===== config.mk =====
export PLATFORM = sky130hd
export DESIGN_NAME = reg_file_nr
export DESIGN_NICKNAME = d
export VERILOG_FILES = /design/src/rtl/reg_file_nr_pkg.sv /design/src/rtl/rf_read_port.sv /design/src/rtl/reg_file_nr.sv
export SDC_FILE = /design/constraint.sdc
export NUM_CORES = 1
export LEC_CHECK = 0
export BUFFER_PORTS_ARGS = -buffer_cell sky130_fd_sc_hd__clkbuf_2
export CORE_MARGIN = 1.5
export CORE_UTILIZATION = 35
export CTS_BUF_LIST = sky130_fd_sc_hd__clkbuf_8
export CTS_CLUSTER_DIAMETER = 100
export DETAILED_ROUTE_END_ITERATION = 8
export GPL_TIMING_DRIVEN = 0
export PLACE_DENSITY = 0.55
export SYNTH_ARGS = -nofsm -noshare
export SYNTH_HDL_FRONTEND = slang
export SYNTH_SLANG_ARGS = --single-unit

===== constraint.sdc =====
create_clock -name clk -period 3.2 [get_ports clk]
set_input_delay 0.64 -clock clk [delete_from_list [all_inputs] [get_ports clk]]
set_output_delay 0.64 -clock clk [all_outputs]
set_load 0.1 [all_outputs]

===== src/rtl/reg_file_nr_pkg.sv =====
// Shared definitions for the accumulator-ISA register file: named-register
// offsets, the fixed 16-entry indices and the Bits-register flag positions.
package reg_file_nr_pkg;

    // Named-register indices for the 16-entry file.
    localparam int R_ACC  = 15;
    localparam int R_BCMP = 14;
    localparam int R_BTGT = 13;
    localparam int R_BITS = 12;
    localparam int R_ONE  = 11;
    localparam int R_ZERO = 10;

    // Flag positions inside the Bits register.
    localparam int CarryOutBit  = 0;
    localparam int CarryInBit   = 1;
    localparam int BranchDirBit = 3;

    // Named registers counted down from the top of the file.
    localparam int REG_OFS_ACC  = 1;
    localparam int REG_OFS_BCMP = 2;
    localparam int REG_OFS_BTGT = 3;
    localparam int REG_OFS_BITS = 4;
    localparam int REG_OFS_ONE  = 5;
    localparam int REG_OFS_ZERO = 6;

    // Index of a named register in a file of nregs entries.
    function automatic int reg_idx(input int nregs, input int ofs);
        return nregs - ofs;
    endfunction

endpackage


===== src/rtl/rf_read_port.sv =====
// One combinational read port: constant Zero/One, stored value, or the
// register's next-state value when bypass is enabled and allowed.
module rf_read_port
    import reg_file_nr_pkg::*;
#(
    parameter int DATA_W   = 8,
    parameter int NUM_REGS = 16,
    parameter int ADDR_W   = $clog2(NUM_REGS),
    parameter bit BYPASS   = 1'b1
) (
    input  logic [ADDR_W-1:0] addr,
    input  logic [DATA_W-1:0] stored   [NUM_REGS],
    input  logic [DATA_W-1:0] next_val [NUM_REGS],
    input  logic              bypass_ok,
    output logic [DATA_W-1:0] data
);

    localparam int IDX_ONE  = reg_idx(NUM_REGS, REG_OFS_ONE);
    localparam int IDX_ZERO = reg_idx(NUM_REGS, REG_OFS_ZERO);

    // Constants first, then forwarded next-state or the stored value.
    always_comb begin
        data = stored[addr];
        if (addr == ADDR_W'(IDX_ZERO)) begin
            data = '0;
        end else if (addr == ADDR_W'(IDX_ONE)) begin
            data = DATA_W'(1);
        end else if (BYPASS && bypass_ok) begin
            data = next_val[addr];
        end
    end

endmodule


===== src/rtl/reg_file_nr.sv =====
// Parametrised register file: general read/write ports, dedicated
// accumulator write, Bits flag updates, named taps, optional read bypass
// and a registered read-only-violation pulse.
module reg_file_nr
    import reg_file_nr_pkg::*;
#(
    parameter int DATA_W   = 8,
    parameter int NUM_REGS = 16,
    parameter bit BYPASS   = 1'b1,
    parameter int ADDR_W   = $clog2(NUM_REGS)
) (
    input  logic              clk,
    input  logic              rst_n,
    input  logic [ADDR_W-1:0] rd_addr_a,
    input  logic [ADDR_W-1:0] rd_addr_b,
    output logic [DATA_W-1:0] rd_data_a,
    output logic [DATA_W-1:0] rd_data_b,
    output logic [DATA_W-1:0] acc_q,
    output logic [DATA_W-1:0] bcmp_q,
    output logic [DATA_W-1:0] btgt_q,
    output logic [DATA_W-1:0] bits_q,
    input  logic              wr_en,
    input  logic [ADDR_W-1:0] wr_addr,
    input  logic [DATA_W-1:0] wr_data,
    input  logic              acc_we,
    input  logic [DATA_W-1:0] acc_wdata,
    input  logic              cout_we,
    input  logic              cout_d,
    input  logic              bdir_we,
    input  logic              bdir_d,
    output logic              ro_err
);

    localparam int IDX_ACC  = reg_idx(NUM_REGS, REG_OFS_ACC);
    localparam int IDX_BCMP = reg_idx(NUM_REGS, REG_OFS_BCMP);
    localparam int IDX_BTGT = reg_idx(NUM_REGS, REG_OFS_BTGT);
    localparam int IDX_BITS = reg_idx(NUM_REGS, REG_OFS_BITS);
    localparam int IDX_ONE  = reg_idx(NUM_REGS, REG_OFS_ONE);
    localparam int IDX_ZERO = reg_idx(NUM_REGS, REG_OFS_ZERO);

    logic [DATA_W-1:0] stored   [NUM_REGS];
    logic [DATA_W-1:0] next_val [NUM_REGS];

    for (genvar i = 0; i < NUM_REGS; i++) begin : g_reg
        if (i == IDX_ZERO) begin : g_zero
            assign stored[i]   = '0;
            assign next_val[i] = '0;
        end else if (i == IDX_ONE) begin : g_one
            assign stored[i]   = DATA_W'(1);
            assign next_val[i] = DATA_W'(1);
        end else begin : g_rw
            logic              hit;
            logic [DATA_W-1:0] q;
            logic [DATA_W-1:0] d;

            assign hit = wr_en && (wr_addr == ADDR_W'(i));

            if (i == IDX_ACC) begin : g_acc
                // ALU result beats the general port on a collision.
                always_comb begin
                    d = q;
                    if (acc_we) begin
                        d = acc_wdata;
                    end else if (hit) begin
                        d = wr_data;
                    end
                end
            end else if (i == IDX_BITS) begin : g_bits
                // General write forms the base; flag writes override only their own bits.
                always_comb begin
                    d = hit ? wr_data : q;
                    if (cout_we) d[CarryOutBit]  = cout_d;
                    if (bdir_we) d[BranchDirBit] = bdir_d;
                end
            end else begin : g_plain
                assign d = hit ? wr_data : q;
            end

            // Storage update; reset drops any pending write.
            always_ff @(posedge clk) begin
                if (!rst_n) begin
                    q <= '0;
                end else begin
                    q <= d;
                end
            end

            assign stored[i]   = q;
            assign next_val[i] = d;
        end
    end

    // Flag any general write aimed at a constant register, one cycle later.
    always_ff @(posedge clk) begin
        if (!rst_n) begin
            ro_err <= 1'b0;
        end else begin
            ro_err <= wr_en && ((wr_addr == ADDR_W'(IDX_ZERO)) ||
                                (wr_addr == ADDR_W'(IDX_ONE)));
        end
    end

    assign acc_q  = stored[IDX_ACC];
    assign bcmp_q = stored[IDX_BCMP];
    assign btgt_q = stored[IDX_BTGT];
    assign bits_q = stored[IDX_BITS];

    rf_read_port #(
        .DATA_W   (DATA_W),
        .NUM_REGS (NUM_REGS),
        .ADDR_W   (ADDR_W),
        .BYPASS   (BYPASS)
    ) u_port_a (
        .addr      (rd_addr_a),
        .stored    (stored),
        .next_val  (next_val),
        .bypass_ok (rst_n),
        .data      (rd_data_a)
    );

    rf_read_port #(
        .DATA_W   (DATA_W),
        .NUM_REGS (NUM_REGS),
        .ADDR_W   (ADDR_W),
        .BYPASS   (BYPASS)
    ) u_port_b (
        .addr      (rd_addr_b),
        .stored    (stored),
        .next_val  (next_val),
        .bypass_ok (rst_n),
        .data      (rd_data_b)
    );

endmodule


==> metrics.cfg, run 1 <==
[synth]
syn_inst = 1073
synth_top_area_cell = dfxtp_1
yosys.area.top_type_share_pct = 25.2
synth-main-ff-cell = dfxtp_1
seq_area_frac_synth_pct = 25.2
syn-num-nets = 1109
synthTopCellsByArea = dfxtp_1, mux4_2, mux2i_1
synth.distinct_cells = 77
synth_edf_count = 0
synthArstFlopShare_pct = 0
syn_area_mm2 = 0.00898
avgSynthCellArea_um2 = 8.37
ys_warn_count = 0
ys_ff_latch = 113

[place]
placed_area_mm2 = 0.0102
dp.final_hpwl_mm = 35.5
finalWeightedCongestion = 1.03
port_buffers = 75

[sta]
period_needed_ns = 3.61
worst_pin_slew_ns = 1.14
rsz0062_at_grt = true
skew_ns = 0
fin_crit_sh_pct = 113
maxSlewViolCount = 0
hold_slack_ns = 0.459
worst_slack_ns = -0.412
final-setup-viol-count = 16
hold_viol = 0
max_freq_ghz = 0.277
setup-tns-final_ns = -5.18
slew_headroom_pct = 23.9

[critical_path]
crit_slowest_cell = nor2_1
start_kind = input pin
critPathCaptureType = primary output
cp.required_ns = 2.56
worstSetupPathType = input pin to primary output
critical_path.max_fanout = 10
startpoint = rd_addr_b[3]
crit_chain = clkbuf_2 -> buf_1 -> nor2_1 -> o21ai_0 -> a31o_4 -> clkbuf_16
r2r-start = acc_q[4]
slowest_delay_ns = 0.96
arrival_ns = 2.97

[final_layout]
area_delta_synth_final_pct = 36.9
final_util_pct = 48.8
layout.cells.most_common = nor2_1
finalInstanceArea_mm2 = 0.0123
layout.filler_cells = 2371
final_nets = 1255
drive_gt1_share_pct = 37.6
mostFrequentLayoutCells = nor2_1, dfxtp_1, clkbuf_2, mux2i_1, mux4_2
n_antenna_cell = 0

[status]
violations = setup timing
status = finished with violations

[grt]
grt_max_degree = 17
grt_util_all_layers_pct = 37.8
grt_pass1_wl_mm = 71.4
grt_overflow = 0
grt_pass1_vias = 10100
antenna_found_initial = 1

[clock_network]
clockBufferDepth = 2
cts_buffers = 17
cts_tree = yes
clock_latency_ns = 0.48
clk_pin_slew_ns = 0.08
cts.htree.levels = 4
cts_num_sinks = 113
cts-root-buf = clkbuf_8

[die]
die_y_um = 163
initial_core_util_pct = 35.7
num_rows = 58
die_w_um = 163
dieArea_mm2 = 0.0266
io_pins = 85
core_area_mm2 = 0.0252

[detailed_routing]
drt-initial-drc-count = 1463
drc = 0
detailroute.via_count = 10700
wirelength_mm = 49.8
first_pass_iters = 6
wl_per_cell_um = 31.9
drtAntennaViolNets = 0
vias_per_cell = 6.84

[pwr]
ir_worst_vdd_uv = 232
p_total_uw = 4430
p_leak_uw = 0.00462
powerDensity_mw_per_mm2 = 360

[flow_run]
max-cap-violations = 0

[min_path]
hold_class = input pin to flop
hold_start = wr_data[6]

sequential cells by signal, summed over array words and instances (netlist names):
name	cells
g.g_rw.q	80
acc_q	8
bcmp_q	8
bits_q	8
btgt_q	8
ro_err	1
where the power goes:
part	internal (uW)	switching [uW]	leakage [uW]
Sequential	1430	35.9	0.000915
Clock	803	769	0.000211
Combinational	464	927	0.00350
Total	2700	1730	0.00462
synth_stat cells (12+ instances only):
| library cell | n |
|---|---|
| o22ai_1 | 15 |
| mux2_2 | 22 |
| and2_1 | 12 |
| a211oi_1 | 17 |
| o21ai_0 | 66 |
| nor3_1 | 60 |
| a21oi_1 | 49 |
| nand3_1 | 24 |
| nand2_1 | 57 |
| clkbuf_1 | 59 |
| mux2i_1 | 85 |
| mux4_2 | 64 |
| buf_2 | 25 |
| dfxtp_1 | 113 |
| nor2_1 | 181 |
| inv_1 | 14 |
| o211ai_1 | 16 |
area by class of cell:
type	count	area [um^2]	share of cell area, %
Buffer	99	764	6.22
Clock buffer	18	248	2.01
Clock inverter	14	180	1.46
Inverter	15	63.8	0.519
Multi-Input combinational cell	843	7140	58.0
Sequential cell	113	2260	18.4
Tap cell	330	413	3.36
Timing Repair Buffer	130	1230	10.0
routing by layer:
metal / GRT usage (%) / wire length (um) / vias to the layer above
met4: 22.6 / 3390 / 0
met1: 49.7 / 19000 / 5161
li1: - / - / 4337
met2: 55.4 / 21000 / 944
met3: 9.83 / 6400 / 236
met5: 0 / 0 / -
path summary, 6_finish.rpt:
path                        end  slack [ns]  cells after the start
max                rd_data_b[2]       -0.41                      6
min          g_reg[6].g_rw.q[6]        0.46                      3
max reg2reg            acc_q[4]        2.01                      3
min reg2reg  g_reg[2].g_rw.q[1]        0.57                      2
logic make-up (layout without fill, tap and decap cells):
kind of cell	after synthesis	count (layout)	share of synthesized area [%]
mux	172	172	28.4
xor+xnor	2	2	0.195
compound gates	264	264	19.4
buf+inv	117	276	5.61
simple gates	405	405	21.2
flops	113	113	25.2
critical path: cells and delay by family:
family	cells	cell delay (ns)
buffers and inverters	3	0.67
AOI/OAI and AO/OA	2	0.70
and+or+nand+nor	1	0.96
through the flow:
| stage | std cells | setup WS, ns |
|---|---|---|
| after floorplan | 1073 | -0.526 |
| after global placement | 1478 | -1.27 |
| after detailed placement | 1478 | -1.30 |
| after CTS | 1552 | -0.395 |
| after global routing | 1562 | -0.443 |
| final | 1562 | -0.412 |
timing repair:
action / 4_1_cts / 5_1_grt
pin swaps: 40 / 32
endpoints found under the setup margin: 16 / 16
gates cloned: 0 / 0
setup buffers: 45 / 10
gates resized for setup: 205 / 77
hold endpoints to repair: 0 / 0
hold buffers: 0 / 0
No activity file was read; power rests on OpenSTA's default activity.
==> run 2, diff against run 1 <==
Settings changed: MAX_ROUTING_LAYER from default to met4, SETUP_SLACK_MARGIN from default to 0.1.
==> run 2 against run 1 <==
Net effect: the flow still finishes with violations (setup timing); sequential share of layout area decreased by 0.21 points; final area increased by 1.2%; sequential power about the same; utilization increased by 0.57 points; global-route usage increased by 1.6 points; clock power about the same; critical path depth increased by 1; die area unchanged; worst hold slack got worse by 0.023 ns; count of clock-buffer cells in the layout increased by 1; critical endpoint unchanged; largest power group unchanged.
==> metrics.cfg, run 2 (same netlist as run 1, synthesis figures left out) <==
[sta]
maxSlewViolCount = 0
worst_pin_slew_ns = 0.978
hold_viol = 0
worst_slack_ns = -0.484
rsz0062_at_grt = true
setup-tns-final_ns = -5.39
fin_crit_sh_pct = 115
max_freq_ghz = 0.271
slew_headroom_pct = 34.6
skew_ns = 0
final-setup-viol-count = 16
period_needed_ns = 3.68

[die]
die_y_um = 163
core_area_mm2 = 0.0252
die_w_um = 163
io_pins = 85
initial_core_util_pct = 35.7
dieArea_mm2 = 0.0266
num_rows = 58

[clock_network]
cts-root-buf = clkbuf_8
clock_latency_ns = 0.49
clk_pin_slew_ns = 0.09
clockBufferDepth = 2
cts_num_sinks = 113
cts.htree.levels = 4
cts_buffers = 17
cts_tree = yes

[grt]
antenna_found_initial = 0
grt_max_degree = 17
grt_overflow = 0
grt_pass1_wl_mm = 71.9
grt_pass1_vias = 10100
grt_util_all_layers_pct = 39.3

[min_path]
hold_class = input pin to flop
holdPathStages = 3
min_to = bits_q[0]
hold_start = cout_d

[detailed_routing]
drt-initial-drc-count = 1552
wl_per_cell_um = 32.3
detailroute.via_count = 10600
wirelength_mm = 50.7
drc = 0
drtAntennaViolNets = 0
vias_per_cell = 6.75
first_pass_iters = 6

[final_layout]
mostFrequentLayoutCells = nor2_1, dfxtp_1, clkbuf_2, mux2i_1, mux4_2
regArea_mm2 = 0.00226
drive_gt1_share_pct = 38.0
layout.filler_cells = 2424
final_cells = 1568
layout.cells.most_common = nor2_1
n_antenna_cell = 0
final_nets = 1261
multi_input_area_mm2 = 0.00714
area_delta_synth_final_pct = 38.5
largest_reg_flops = 80
top_register = g.g_rw.q

[status]
violations = setup timing
status = finished with violations

[pwr]
sw_frac_of_total_pct = 38.9
p_leak_uw = 0.00471
powerDensity_mw_per_mm2 = 357
p_clk_share_pct = 35.2
ir_worst_vdd_uv = 242
p_int_uw = 2720
switching_power_uw = 1730
p_seq_share_pct = 33.0
power_frac_comb_pct = 31.8

[critical_path]
start_kind = input pin
r2r-start = acc_q[4]
worstReg2RegEnd = acc_q[4]
arrival_ns = 3.04
cp.required_ns = 2.56
critical_path.max_fanout = 10
rr_worst_depth = 3
critPathCaptureType = primary output
r2r_slack_ns = 2.01
worstSetupPathType = input pin to primary output

[place]
dp.final_hpwl_mm = 35.9
dp_cells = 1478
finalWeightedCongestion = 1.03
port_buffers = 75

[flow_run]
max-cap-violations = 0

[run 2: cell types whose count changed in the layout (fill, tap and decap cells not counted), sizes merged]
| cell | change |
|---|---|
| buf | +9 |
| inv | -4 |
| clkbuf | -2 |
| clkinv | +2 |
| clkinvlp | +1 |
[run 2: worst max path at each step]
stage	start	end	slack, ns
after CTS	wr_addr[0]	rd_data_a[5]	-0.42
after global routing	wr_addr[0]	rd_data_b[7]	-0.41
after detailed placement	rd_addr_a[0]	rd_data_a[1]	-1.43
after floorplan	wr_addr[1]	rd_data_a[5]	-0.53
after global placement	rd_addr_a[0]	rd_data_a[2]	-1.42
final	rst_n	rd_data_b[2]	-0.48
[run 2: worst max-delay path, stage by stage]
cell and delay [ns]:
clkbuf_2 0.20, inv_1 0.20, clkbuf_1 0.70, nand2_1 0.61, a21oi_1 0.33, a31o_4 0.16, clkbuf_16 0.20
[run 2: routing by layer]
layer | track usage [%] | vias up | share of wire, %
met2 | 55.2 | 949 | 42
li1 | - | 4356 | -
met5 | - | - | 0
met1 | 49.9 | 5037 | 38
met4 | 24.1 | 0 | 7.2
met3 | 10.8 | 244 | 13
[run 2: power groups by stage]
| stage | clock, uW | sequential [uW] | combinational, uW |
|---|---|---|---|
| final | 1570 | 1470 | 1410 |
| after detailed placement | 0 | 1500 | 1130 |
| after floorplan | 0 | 1570 | 698 |
| after CTS | 1540 | 1470 | 1300 |
| after global routing | 1600 | 1470 | 1430 |
| after global placement | 0 | 1500 | 1130 |
[run 2: area by class of cell]
cell class	count	share of cell area, %
Multi-Input combinational cell	843	57.4
Sequential cell	113	18.2
Timing Repair Buffer	134	10.7
Buffer	101	6.54
Tap cell	330	3.32
Clock buffer	19	2.10
Clock inverter	13	1.30
Inverter	15	0.493
[run 2: stage by stage]
stage	total power, uW	worst slack, ns	cell area [um^2]	utilization (%)	hold WS (ns)
2_1_floorplan	2270	-0.526	9450	-	0.479
3_3_place_gp	2630	-1.42	10200	40.7	0.547
3_5_place_dp	2630	-1.43	10200	40.7	0.549
4_1_cts	4310	-0.421	11900	47.2	0.441
5_1_grt	4510	-0.413	12400	49.4	0.460
6_report	4450	-0.484	12400	49.4	0.435
[run 2: repair_timing]
item                                    4_1_cts  5_1_grt
pin swaps                                    33       38
hold buffers                                  0        0
resized for setup                           194      115
setup buffers                                45       13
cloned                                        0        1
hold endpoints to repair                      0        0
endpoints found under the setup margin       16       16
==> run 3, diff against run 2 <==
Settings changed: REMOVE_ABC_BUFFERS from default to 1.
==> run 3 against run 2 <==
Net effect: the flow still finishes with violations (setup timing); power fell by 3.2%; first-iteration DRC count down 21%; utilization decreased by 2.0 points; critical path type unchanged; critical endpoint is now rd_data_a[1]; highest routed layer unchanged.
==> metrics.cfg, run 3 (same netlist as run 1, synthesis figures left out) <==
[sta]
fin_crit_sh_pct = 112
period_needed_ns = 3.59
hold_slack_ns = 0.500
rsz0062_at_grt = true
worst_slack_ns = -0.392
slew_headroom_pct = 42.3
max_freq_ghz = 0.278
worst_pin_slew_ns = 0.865
skew_ns = 0
maxSlewViolCount = 0
final-setup-viol-count = 16
hold_viol = 0

[critical_path]
crit_slowest_cell = nand3_1
arrival_ns = 2.95
cp.required_ns = 2.56
start_kind = input pin
worstReg2RegEnd = acc_q[4]
crit_chain = clkbuf_16 -> xnor2_2 -> nand3_1 -> mux2_2 -> nor2_1 -> nor3_2 -> a211oi_2 -> a311oi_2 -> clkbuf_8
critPathCaptureType = primary output
r2r_slack_ns = 2.06
critical_path.max_fanout = 10
crit_family = simple AND/OR/NAND/NOR gates
worstSetupPathType = input pin to primary output
worstSetupPathDepth = 9
slowest_delay_ns = 0.48
r2r-start = acc_q[4]
crit_buf_inv = 2
rr_worst_depth = 3

[min_path]
hold_class = input pin to flop
hold_start = acc_wdata[7]
min_to = acc_q[7]
holdPathStages = 3

[clock_network]
cts.htree.levels = 4
cts_tree = yes
clock_latency_ns = 0.48
ctsHoldBuffers = 0
cts_num_sinks = 113
clockBufferDepth = 2
clk_pin_slew_ns = 0.08
cts-root-buf = clkbuf_8
cts_buffers = 17

[detailed_routing]
vias_per_cell = 6.66
drt-initial-drc-count = 1228
dr_wl_met3_mm = 4.94
detailroute.via_count = 10100
drc = 0
wl_met2_mm = 17.7
first_pass_iters = 6
wl_per_cell_um = 27.2
top_layer_used = met4
wl_met1_mm = 16.1
drtAntennaViolNets = 0
wirelength_mm = 41.1

[die]
die_w_um = 163
dieArea_mm2 = 0.0266
initial_core_util_pct = 35.7
core_area_mm2 = 0.0252
die_y_um = 163
io_pins = 85
num_rows = 58

[pwr]
p_clk_share_pct = 37.1
powerDensity_mw_per_mm2 = 361
p_int_uw = 2760
switching_power_uw = 1540
p_seq_share_pct = 34.0
power_frac_comb_pct = 28.8
p_leak_uw = 0.00452
sw_frac_of_total_pct = 35.9
ir_worst_vdd_uv = 234

[grt]
grt_pass1_wl_mm = 59.7
grt_pass1_vias = 9396
grt_util_all_layers_pct = 31.4
grt_max_degree = 63
antenna_found_initial = 1
grt_overflow = 0

[final_layout]
mostFrequentLayoutCells = nor2_1, dfxtp_1, mux2i_1, mux4_2, buf_4
final_nets = 1203
largest_reg_flops = 80
regArea_mm2 = 0.00226
area_delta_synth_final_pct = 32.8
finalInstanceArea_mm2 = 0.0119
top_register = g.g_rw.q
layout.filler_cells = 2360
layout.cells.most_common = nor2_1
drive_gt1_share_pct = 35.5
multi_input_area_mm2 = 0.00690
final_util_pct = 47.4

[place]
finalWeightedCongestion = 0.912
dp.final_hpwl_mm = 24.1
port_buffers = 84
place_ws_ns = -2.12
placed_area_mm2 = 0.00947

[status]
status = finished with violations
violations = setup timing

[flow_run]
max-cap-violations = 0

-- run 3: changes by cell type in the layout (fill, tap and decap cells not counted), sizes merged --
cell,delta
buf,-17
bufbuf,+2
bufinv,+1
clkbuf,-43
clkdlybuf4s15,-1
clkinv,-3
diode,+1
inv,+2
or2,+1
-- run 3: cell type report --
class,instances,share of cell area (%)
clock inverters,12,1.38
flip-flops and latches,113,19.0
multi-input cells,844,57.9
diodes,1,0.0210
well taps,330,3.46
repair inverters,1,0.0629
inverters,15,0.703
clock buffers,20,2.31
repair buffers,175,15.2
-- run 3: how the worst max path moves through the flow --
stage	end	startpoint	slack [ns]
floorplan	rd_data_a[5]	rst_n	-3.54
global placement	rd_data_a[5]	rd_addr_a[0]	-4.01
detailed placement	rd_data_b[7]	rd_addr_b[1]	-2.12
CTS	rd_data_a[1]	wr_addr[1]	-0.35
global route	rd_data_b[0]	wr_addr[1]	-0.42
finish	rd_data_a[1]	wr_addr[0]	-0.39
-- run 3: metrics by stage --
stage               TNS (ns)  std cells  total power, uW
global placement     -175.15       1385             2440
detailed placement    -29.08       1389             2450
CTS                    -4.10       1503             4230
floorplan             -25.32        971             2080
global route           -5.41       1511             4410
finish                 -5.09       1511             4310
-- run 3: per-layer routing --
metal	GRT usage [%]	vias up
li1	-	4230
met1	40.4	4843
met2	45.2	805
met3	7.44	179
met4	17.4	0
met5	-	-
-- run 3: worst min-delay path, cell delays in order --
cell and delay [ns]:
clkbuf_2 0.08, mux2i_1 0.12, nor2_1 0.10
-- run 3: timing repair --
item,4_1_cts,5_1_grt
buffers inserted,74,7
resized for setup,208,51
pin swaps,67,31
setup endpoints to repair,16,16
cloned,8,0
-- run 3: power by group through the flow --
stage	Combinational [uW]	Sequential, uW	Clock [uW]
2_1_floorplan	505	1570	0
3_3_place_gp	946	1500	0
3_5_place_dp	951	1500	0
4_1_cts	1180	1460	1590
5_1_grt	1270	1470	1670
6_report	1240	1470	1600
